==> config.mk <==
export PLATFORM = sky130hd
export DESIGN_NAME = pic_priority_resolver
export DESIGN_NICKNAME = d
export VERILOG_FILES = /design/src/rtl/pic_priority_resolver.sv
export SDC_FILE = /design/constraint.sdc
export NUM_CORES = 1
export LEC_CHECK = 0
export CORE_ASPECT_RATIO = 1.1
export CORE_MARGIN = 3
export CORE_UTILIZATION = 51
export DETAILED_ROUTE_END_ITERATION = 6
export HOLD_SLACK_MARGIN = 0.05
export PLACE_DENSITY = 0.84
export SYNTH_ARGS = -nofsm -noshare
export SYNTH_HDL_FRONTEND = slang
export SYNTH_SLANG_ARGS = --single-unit
export TNS_END_PERCENT = 20
==> constraint.sdc <==
create_clock -name clk -period 5.6 [get_ports clk]
set_input_delay 0.56 -clock clk [delete_from_list [all_inputs] [get_ports clk]]
set_output_delay 0.56 -clock clk [all_outputs]
set_load 0.05 [all_outputs]
==> src/rtl/pic_priority_resolver.sv <==
// pic_priority_resolver
//
// Priority resolver for an 8259-style interrupt controller. It sits right after
// the interrupt request register and does the following:
//   - Latches requests into a pending register.
//   - Resolves the highest eligible request against the in-service register
//     (fully nested).
//   - Raises int_req.
//   - Runs the two-pulse INTA acknowledge.
//   - Handles the EOI commands.
//   - Produces the interrupt vector.
//
// Build option:
//   PIC_PRIORITY_ROTATION_EN  - When defined, the rotate input is honoured and a
//                               lowest-priority register is kept. When undefined,
//                               priority is fixed (IR0 highest, IR7 lowest) and
//                               rotate is ignored.
module pic_priority_resolver #(
    parameter int NUM_IR         = 8,
    parameter int SPURIOUS_LEVEL = 7
) (
    input  logic              clk,
    input  logic              rst,
    input  logic [NUM_IR-1:0] irr,
    input  logic [NUM_IR-1:0] imr,
    input  logic              ltim,
    input  logic              inta,
    input  logic              eoi_ns,
    input  logic              eoi_s,
    input  logic [2:0]        eoi_level,
    input  logic              rotate,
    input  logic              aeoi,
    input  logic [4:0]        vector_base,
    output logic              int_req,
    output logic [7:0]        vector_out,
    output logic              vector_valid,
    output logic [NUM_IR-1:0] isr
);

    typedef enum logic {
        IDLE = 1'b0,
        ACK1 = 1'b1
    } state_t;

    state_t            state;
    state_t            state_next;
    logic              ack1_fire;
    logic              ack2_fire;

    logic              inta_d;
    logic              inta_edge;

    logic [NUM_IR-1:0] pending;
    logic [NUM_IR-1:0] pending_next;
    logic [NUM_IR-1:0] ack_clr;
    logic [NUM_IR-1:0] isr_set;
    logic [NUM_IR-1:0] isr_clr;
    logic [NUM_IR-1:0] isr_next;

    logic [2:0]        level;
    logic [2:0]        level_next;
    logic              spurious;
    logic              spurious_next;

    logic [7:0]        vector_next;
    logic              vector_valid_next;

    logic [2:0]        lowest_pri;
    logic [2:0]        lowest_pri_next;
    logic [2:0]        highest_pri;

    logic [3:0]        req_top;
    logic [3:0]        isr_top;
    logic              eligible;

    // Highest-priority set bit of v, where hi is the top-priority level and
    // priority descends cyclically from there. The result is {found, level}.
    function automatic logic [3:0] find_top(input logic [NUM_IR-1:0] v,
                                            input logic [2:0]        hi);
        logic [3:0] res;
        logic [2:0] lvl;
        res = 4'd0;
        for (int k = NUM_IR - 1; k >= 0; k--) begin
            lvl = hi + 3'(k);
            if (v[lvl]) begin
                res = {1'b1, lvl};
            end
        end
        return res;
    endfunction

    // Cyclic distance from the top-priority level; smaller means higher priority.
    function automatic logic [2:0] rank_of(input logic [2:0] lvl,
                                           input logic [2:0] hi);
        return lvl - hi;
    endfunction

    assign highest_pri = lowest_pri + 3'd1;
    assign req_top     = find_top(pending & ~imr, highest_pri);
    assign isr_top     = find_top(isr, highest_pri);

    // The best pending request only has to beat the best in-service level. If
    // it cannot, then no lower pending request can either.
    assign eligible = req_top[3] &&
                      (!isr_top[3] ||
                       (rank_of(req_top[2:0], highest_pri) < rank_of(isr_top[2:0], highest_pri)));

    assign inta_edge = inta & ~inta_d;

    // Acknowledge sequencer: state register.
    always_ff @(posedge clk or posedge rst) begin
        if (rst) begin
            state <= IDLE;
        end else begin
            state <= state_next;
        end
    end

    // Acknowledge sequencer: next state and per-pulse fire strobes.
    always_comb begin
        state_next = state;
        ack1_fire  = 1'b0;
        ack2_fire  = 1'b0;
        case (state)
            IDLE: begin
                if (inta_edge) begin
                    state_next = ACK1;
                    ack1_fire  = 1'b1;
                end
            end
            ACK1: begin
                if (inta_edge) begin
                    state_next = IDLE;
                    ack2_fire  = 1'b1;
                end
            end
            default: state_next = IDLE;
        endcase
    end

    // Next-state for ISR, pending, latched level, vector and rotation.
    // EOI is applied after the acknowledge, so an EOI rotation overrides an
    // AEOI rotation in the same cycle. Set beats clear on the same ISR bit.
    always_comb begin
        ack_clr           = '0;
        isr_set           = '0;
        isr_clr           = '0;
        level_next        = level;
        spurious_next     = spurious;
        vector_next       = vector_out;
        vector_valid_next = 1'b0;
        lowest_pri_next   = lowest_pri;

        if (ack1_fire) begin
            if (eligible) begin
                isr_set[req_top[2:0]] = 1'b1;
                ack_clr[req_top[2:0]] = 1'b1;
                level_next            = req_top[2:0];
                spurious_next         = 1'b0;
            end else begin
                level_next    = 3'(SPURIOUS_LEVEL);
                spurious_next = 1'b1;
            end
        end

        if (ack2_fire) begin
            vector_next       = {vector_base, level};
            vector_valid_next = 1'b1;
            if (aeoi && !spurious) begin
                isr_clr[level] = 1'b1;
                if (rotate) begin
                    lowest_pri_next = level;
                end
            end
        end

        if (eoi_s) begin
            isr_clr[eoi_level] = 1'b1;
            if (rotate) begin
                lowest_pri_next = eoi_level;
            end
        end else if (eoi_ns && isr_top[3]) begin
            isr_clr[isr_top[2:0]] = 1'b1;
            if (rotate) begin
                lowest_pri_next = isr_top[2:0];
            end
        end

        isr_next     = (isr & ~isr_clr) | isr_set;
        pending_next = (pending & ~ack_clr) | irr;
        if (ltim) begin
            pending_next = pending_next & irr;
        end
    end

    // Request, in-service and acknowledge bookkeeping registers.
    always_ff @(posedge clk or posedge rst) begin
        if (rst) begin
            inta_d       <= 1'b0;
            pending      <= '0;
            isr          <= '0;
            level        <= 3'd0;
            spurious     <= 1'b0;
            int_req      <= 1'b0;
            vector_out   <= 8'd0;
            vector_valid <= 1'b0;
        end else begin
            inta_d       <= inta;
            pending      <= pending_next;
            isr          <= isr_next;
            level        <= level_next;
            spurious     <= spurious_next;
            int_req      <= eligible;
            vector_out   <= vector_next;
            vector_valid <= vector_valid_next;
        end
    end

`ifdef PIC_PRIORITY_ROTATION_EN
    // Rotating priority: remembers the current lowest-priority level.
    always_ff @(posedge clk or posedge rst) begin
        if (rst) begin
            lowest_pri <= 3'd7;
        end else begin
            lowest_pri <= lowest_pri_next;
        end
    end
`else
    // Fixed priority: IR7 is always lowest, and rotation requests are dropped.
    logic [2:0] unused_rotation;
    assign lowest_pri      = 3'd7;
    assign unused_rotation = lowest_pri_next ^ {2'b00, rotate};
`endif

endmodule

# --- Word-level counts from Yosys, hierarchy flattened ---
# Cells that the tools add are included.
totals:
  reg_bits: 32
  input_bits: 32
  out_inout_bits: 18
classes:
  magnitude_cmp: 9
  mux: 39
  bitwise_logic: 14
  reduce_logical: 10
ops:
  columns: ["operator", "n"]
  rows:
  - ["4-bit two-way mux", 16]
  - ["8-bit two-way mux", 7]
  - ["8-bit AND", 4]
  - ["8-bit bitwise OR", 4]
  - ["8-bit inverter", 3]
  - ["3-bit by 4-bit less-than comparator with 1-bit output (second input constant)", 4]
  - ["1-bit demux with 3-bit select", 4]
  - ["3-bit by 1-bit greater-or-equal comparator with 1-bit output (second input constant)", 4]
  - ["1-bit two-way mux", 10]
  - ["1-bit logical AND", 7]
  - ["3-bit less-than comparator", 1]
  - ["3-bit two-way mux", 1]
  - ["1-bit zero test", 2]
  - ["1-bit inverter", 2]
  - ["1-bit case mux with 2 select lines", 1]
  - ["1-bit AND", 1]
  - ["1-bit logical OR", 1]

# --- Longest topological paths before layout ---
logic_depth:
  ltp_word: 21
  mapped_depth: 10
  depth_no_buf: 10

# --- Least setup slack after synthesis ---
# OpenSTA, ideal clock, no wires.
synth_path:
  path_type: "input port to flip-flop"
  from: "input port imr[6]"
  to: "register pending[1]"
  arrival_time_ns: 2.374
  path_slack_ns: 3.107
  path_stages: 10
  n_path_buf: 0
  cell_sequence: "nand2b_1 -> a221oi_2 -> o311ai_4 -> inv_1 -> ha_1 -> and2_1 -> o22ai_2 -> and3_1 -> nand3_1 -> a31o_1"
synth_via:
  elab_chain_cells: 20
synth_lines:
  columns: ["item", "line_no", "text"]
  rows:
  - ["start: declaration", "25", "input logic [NUM_IR-1:0] imr,"]
  - ["8-bit inverter *", "99", "assign req_top = find_top(pending & ~imr, highest_pri);"]
  - ["8-bit AND *", "99", null]
  - ["4-bit two-way mux * (7 in series)", "85", "if (v[lvl]) begin"]
  - ["3-bit by 4-bit less-than comparator with 1-bit output (implied by the code) or 3-bit by 1-bit greater-or-equal comparator with 1-bit output (tied branches)", "157", "ack_clr[req_top[2:0]] = 1'b1;"]
  - ["1-bit logical AND (implied by the code)", "157", null]
  - ["1-bit two-way mux (implied by the code)", "157", null]
  - ["1-bit demux with 3-bit select", "157", null]
  - ["8-bit two-way mux *", "155", "if (eligible) begin"]
  - ["8-bit two-way mux *", "154", "if (ack1_fire) begin"]
  - ["8-bit inverter *", "190", "pending_next = (pending & ~ack_clr) | irr;"]
  - ["8-bit AND *", "190", null]
  - ["8-bit bitwise OR *", "190", null]
  - ["8-bit AND", "192", "pending_next = pending_next & irr;"]
  - ["8-bit two-way mux *", "191", "if (ltim) begin"]
  - ["net pending_next[1]", "54", "logic [NUM_IR-1:0] pending_next;"]
  - ["end signal: assignment", "209", "pending <= pending_next;"]
  - ["end: declaration", "53", "logic [NUM_IR-1:0] pending;"]
# Mark *: on every way through the listed nets, which the timed path passes. The rest lies on a longest branch.
# A chain may end at the register's enable or synchronous reset.

# --- Worst setup path after layout ---
layout_path:
  from: "input port imr[7]"
  to: "register pending[1]"
layout_via:
  elab_chain_cells: 21
layout_lines:
  columns: ["item", "line_no"]
  rows:
  - ["8-bit inverter *", "99"]
  - ["8-bit AND *", "99"]
  - ["4-bit two-way mux * (8 in series)", "85"]
  - ["3-bit by 4-bit less-than comparator with 1-bit output (implied by the code) or 3-bit by 1-bit greater-or-equal comparator with 1-bit output (tied branches)", "157"]
  - ["1-bit logical AND (implied by the code)", "157"]
  - ["1-bit two-way mux (implied by the code)", "157"]
  - ["1-bit demux with 3-bit select", "157"]
  - ["8-bit two-way mux *", "155"]
  - ["8-bit two-way mux *", "154"]
  - ["8-bit inverter *", "190"]
  - ["8-bit AND *", "190"]
  - ["8-bit bitwise OR *", "190"]
  - ["8-bit AND", "192"]
  - ["8-bit two-way mux *", "191"]
  - ["net pending_next[1]", "54"]
# Marked as above.

==> metrics.yaml <==
numCtsBuffers: 5
grt_pass1_vias: 1503
cts_hold_buf: 0
core_area_um2: 3390
mostFrequentLayoutCells: "clkdlybuf4s50_1 (48), dfrtp_1 (32), nor2_1 (13), a21oi_1 (13)"
ys_seq_area_share_pct: 44.2
avgRoutedWirePerCell_um: 14.8
cts_resized: 0
portBuffers: 48
fillers: 291
drtAntennaViolNets: 0
floorplan.io_pins: 50
clk_latency_ns: 0.34
skew_ns: 0.00675
cp.required_ns: 5.83
drive_above_1_share_pct: 11.4
rr_worst_depth: 10
grt_setup_unrepaired: "false"
start_kind: "input port"
crit-reg2reg-launch: "pending[5]"
antenna_found_initial: 0
cp-endpoint: "pending[1]"
hpwl_um: 3260
syn-mean-instance-area_um2: 9.95
leakage_uw: 0.000991
cp.arrival_ns: 3.11
dieWidth_um: 62.8
drv_cap: 0
cp_max_fo: 5
worstSetupEndpointType: "flop"
startpoint: "imr[7]"
grtUsageTotal_pct: 20.8
final_hold_viol_count: 0
drtIter0Drc: 92
dp.cells: 277
stdcell_count: 285
drt_pass1_iterations: 4
synth.cell_area_um2: 1810
multiInputGateArea_um2: 957
postCtsSetupRepairBufs: 0
r2r_slack_ns: 3.02
synth-simple-area-share_pct: 23.4
fin_tns_setup_ns: 0
hp-class: "reg2reg"
drc: 0
htree_levels: 2
slowest_stage: "clkdlybuf4s50_1"
clock.fmax_mhz: 348
setup_viol: 0
synth_top_family_by_area: "simple AND/OR/NAND/NOR gates"
root_buffer: "clkbuf_4"
yosys.area.top_type: "dfrtp_1"
tightest_slew_ns: 0.562
clkSlewWorstSetupHoldPaths_ns: 0.11
dieArea_um2: 4300
netlist_instances: 182
syn_nets: 218
synth_ff_type: "dfrtp_1"
synth-compound-area-share_pct: 21.8
power-per-cell-area_nw_per_um2: 463
synth_edf_count: 0
synthAdderAreaFrac_pct: 2.76
chipHeight_um: 68.5
n_antenna_cell: 0
synth-xor-area-share_pct: 0
cts_tree: "built"
wirelength_um: 4200
async_flop_share_pct: 100
start_util_pct: 53.5
critical_path_class: "in2reg"
min_period_ns: 2.87
final-seq-area_um2: 801
cts_buffer_depth: 2
grt_pass1_wl_um: 6910
ys_types: 47
synth_area_leaders: "dfrtp_1 (44%), mux2_2 (5.0%), nand2b_1 (4.1%)"
outcome: "completed"
vias: 1614
fin_nets: 272
cts_sinks: 32
ys_ff_latch: 32
synthMuxAreaShare_pct: 4.98
final_max_slew_viol_count: 0
area_delta_synth_final_pct: 33.0
globalplace.congestion: 0.990
post_drt_via_cell_ratio: 5.66
fp-row-count: 22
synth_top_area_share_pct: 44.2
path_cells: "clkdlybuf4s50_1, nand2b_1, a221oi_2, o311ai_4, inv_1, ha_1, and2_1, o22ai_2, and3_1, nand3_1, a31o_1"
max_slew_margin_pct: 61.5
final_common_cell: "clkdlybuf4s50_1"
max-vdd-ir-drop_mv: 0.165
yosys_warnings: 0
post-route-period-util_pct: 51.3
cpPeakStageDelay_ns: 0.41
r2r-end: "pending[1]"
grt_max_degree: 33
overflow: 0
## cells by family (layout without fill, tap and decap cells)
logic type,count (synthesis),after routing
AND/OR/NAND/NOR,75,75
multiplexers,8,8
AO/OA/AOI/OAI,49,49
adder cells (fa/ha/maj),4,4
flip-flops,32,32
buffers and inverters,14,69
## power breakdown
part           total (uW)  internal, uW  switching (uW)
clock network         132          48.1            83.6
logic                 621           243             379
registers             362           300            61.7
## cell usage after synthesis, types with 2 or more instances
cell and number:
or4_4 2, mux2_2 8, o21ai_1 2, a31o_1 3, nand3_1 11, nand4_1 2, ha_1 4, and2_1 2
nor2b_1 8, inv_1 12, dfrtp_1 32, nand3b_1 2, o22ai_1 3, nor3_1 2, and4b_1 2, nor3b_1 2
o221ai_1 3, a31oi_1 4, o31ai_1 2, clkbuf_1 2, a21oi_1 13, o21ai_0 3, nand2b_1 12, nand2_1 11
nor2_1 13
## routing by layer
metal,share of wire [%],track usage (%)
met1,44,25.9
met2,48,36.0
met3,6.5,4.38
met4,1.7,8.54
met5,0,0
## registers in the layout (all words and copies together), names as in the netlist
name and cells:
isr 8, state 1, vector_out 8, level 3, inta_d 1, spurious 1, int_req 1, pending 8
vector_valid 1
## area by class of cell
cell class,instances,area share [%]
clock buffer,5,1.56
clock inverter,3,0.780
inverter,12,1.87
multi-input combinational,136,39.8
sequential,32,33.3
tap,48,2.49
timing repair buffer,49,20.3
## worst min-delay path by stage
| stage | end | slack (ns) | from | cells after the start |
|---|---|---|---|---|
| 2_1_floorplan | pending[1] | 0.47 | pending[1] | 1 |
| 3_3_place_gp | pending[1] | 0.49 | pending[1] | 1 |
| 3_5_place_dp | vector_out[0] | 0.50 | vector_out[0] | 1 |
| 4_1_cts | vector_out[6] | 0.52 | vector_out[6] | 1 |
| 5_1_grt | vector_out[0] | 0.54 | vector_out[0] | 1 |
| 6_report | vector_out[6] | 0.51 | vector_out[6] | 1 |
## critical path: cells and delay by family
| family | cells | cell delay (ns) |
|---|---|---|
| buf+inv | 2 | 0.56 |
| simple gates | 4 | 0.70 |
| fa+ha+maj | 1 | 0.24 |
| compound gates | 4 | 1.06 |
## per-stage QoR
step | setup WS, ns | hold WS, ns | cell area, um2 | util, % | power, uW
final | 2.73 | 0.513 | 2410 | 71.1 | 1120
after global routing | 2.60 | 0.538 | 2410 | 71.1 | 1180
after CTS | 2.76 | 0.519 | 2410 | 71.1 | 1110
after detailed placement | 2.41 | 0.497 | 2350 | 69.4 | 985
after global placement | 2.44 | 0.486 | 2350 | 69.4 | 969
after floorplan | 3.11 | 0.473 | 1810 | - | 793
No activity file was read; power rests on OpenSTA's default activity.
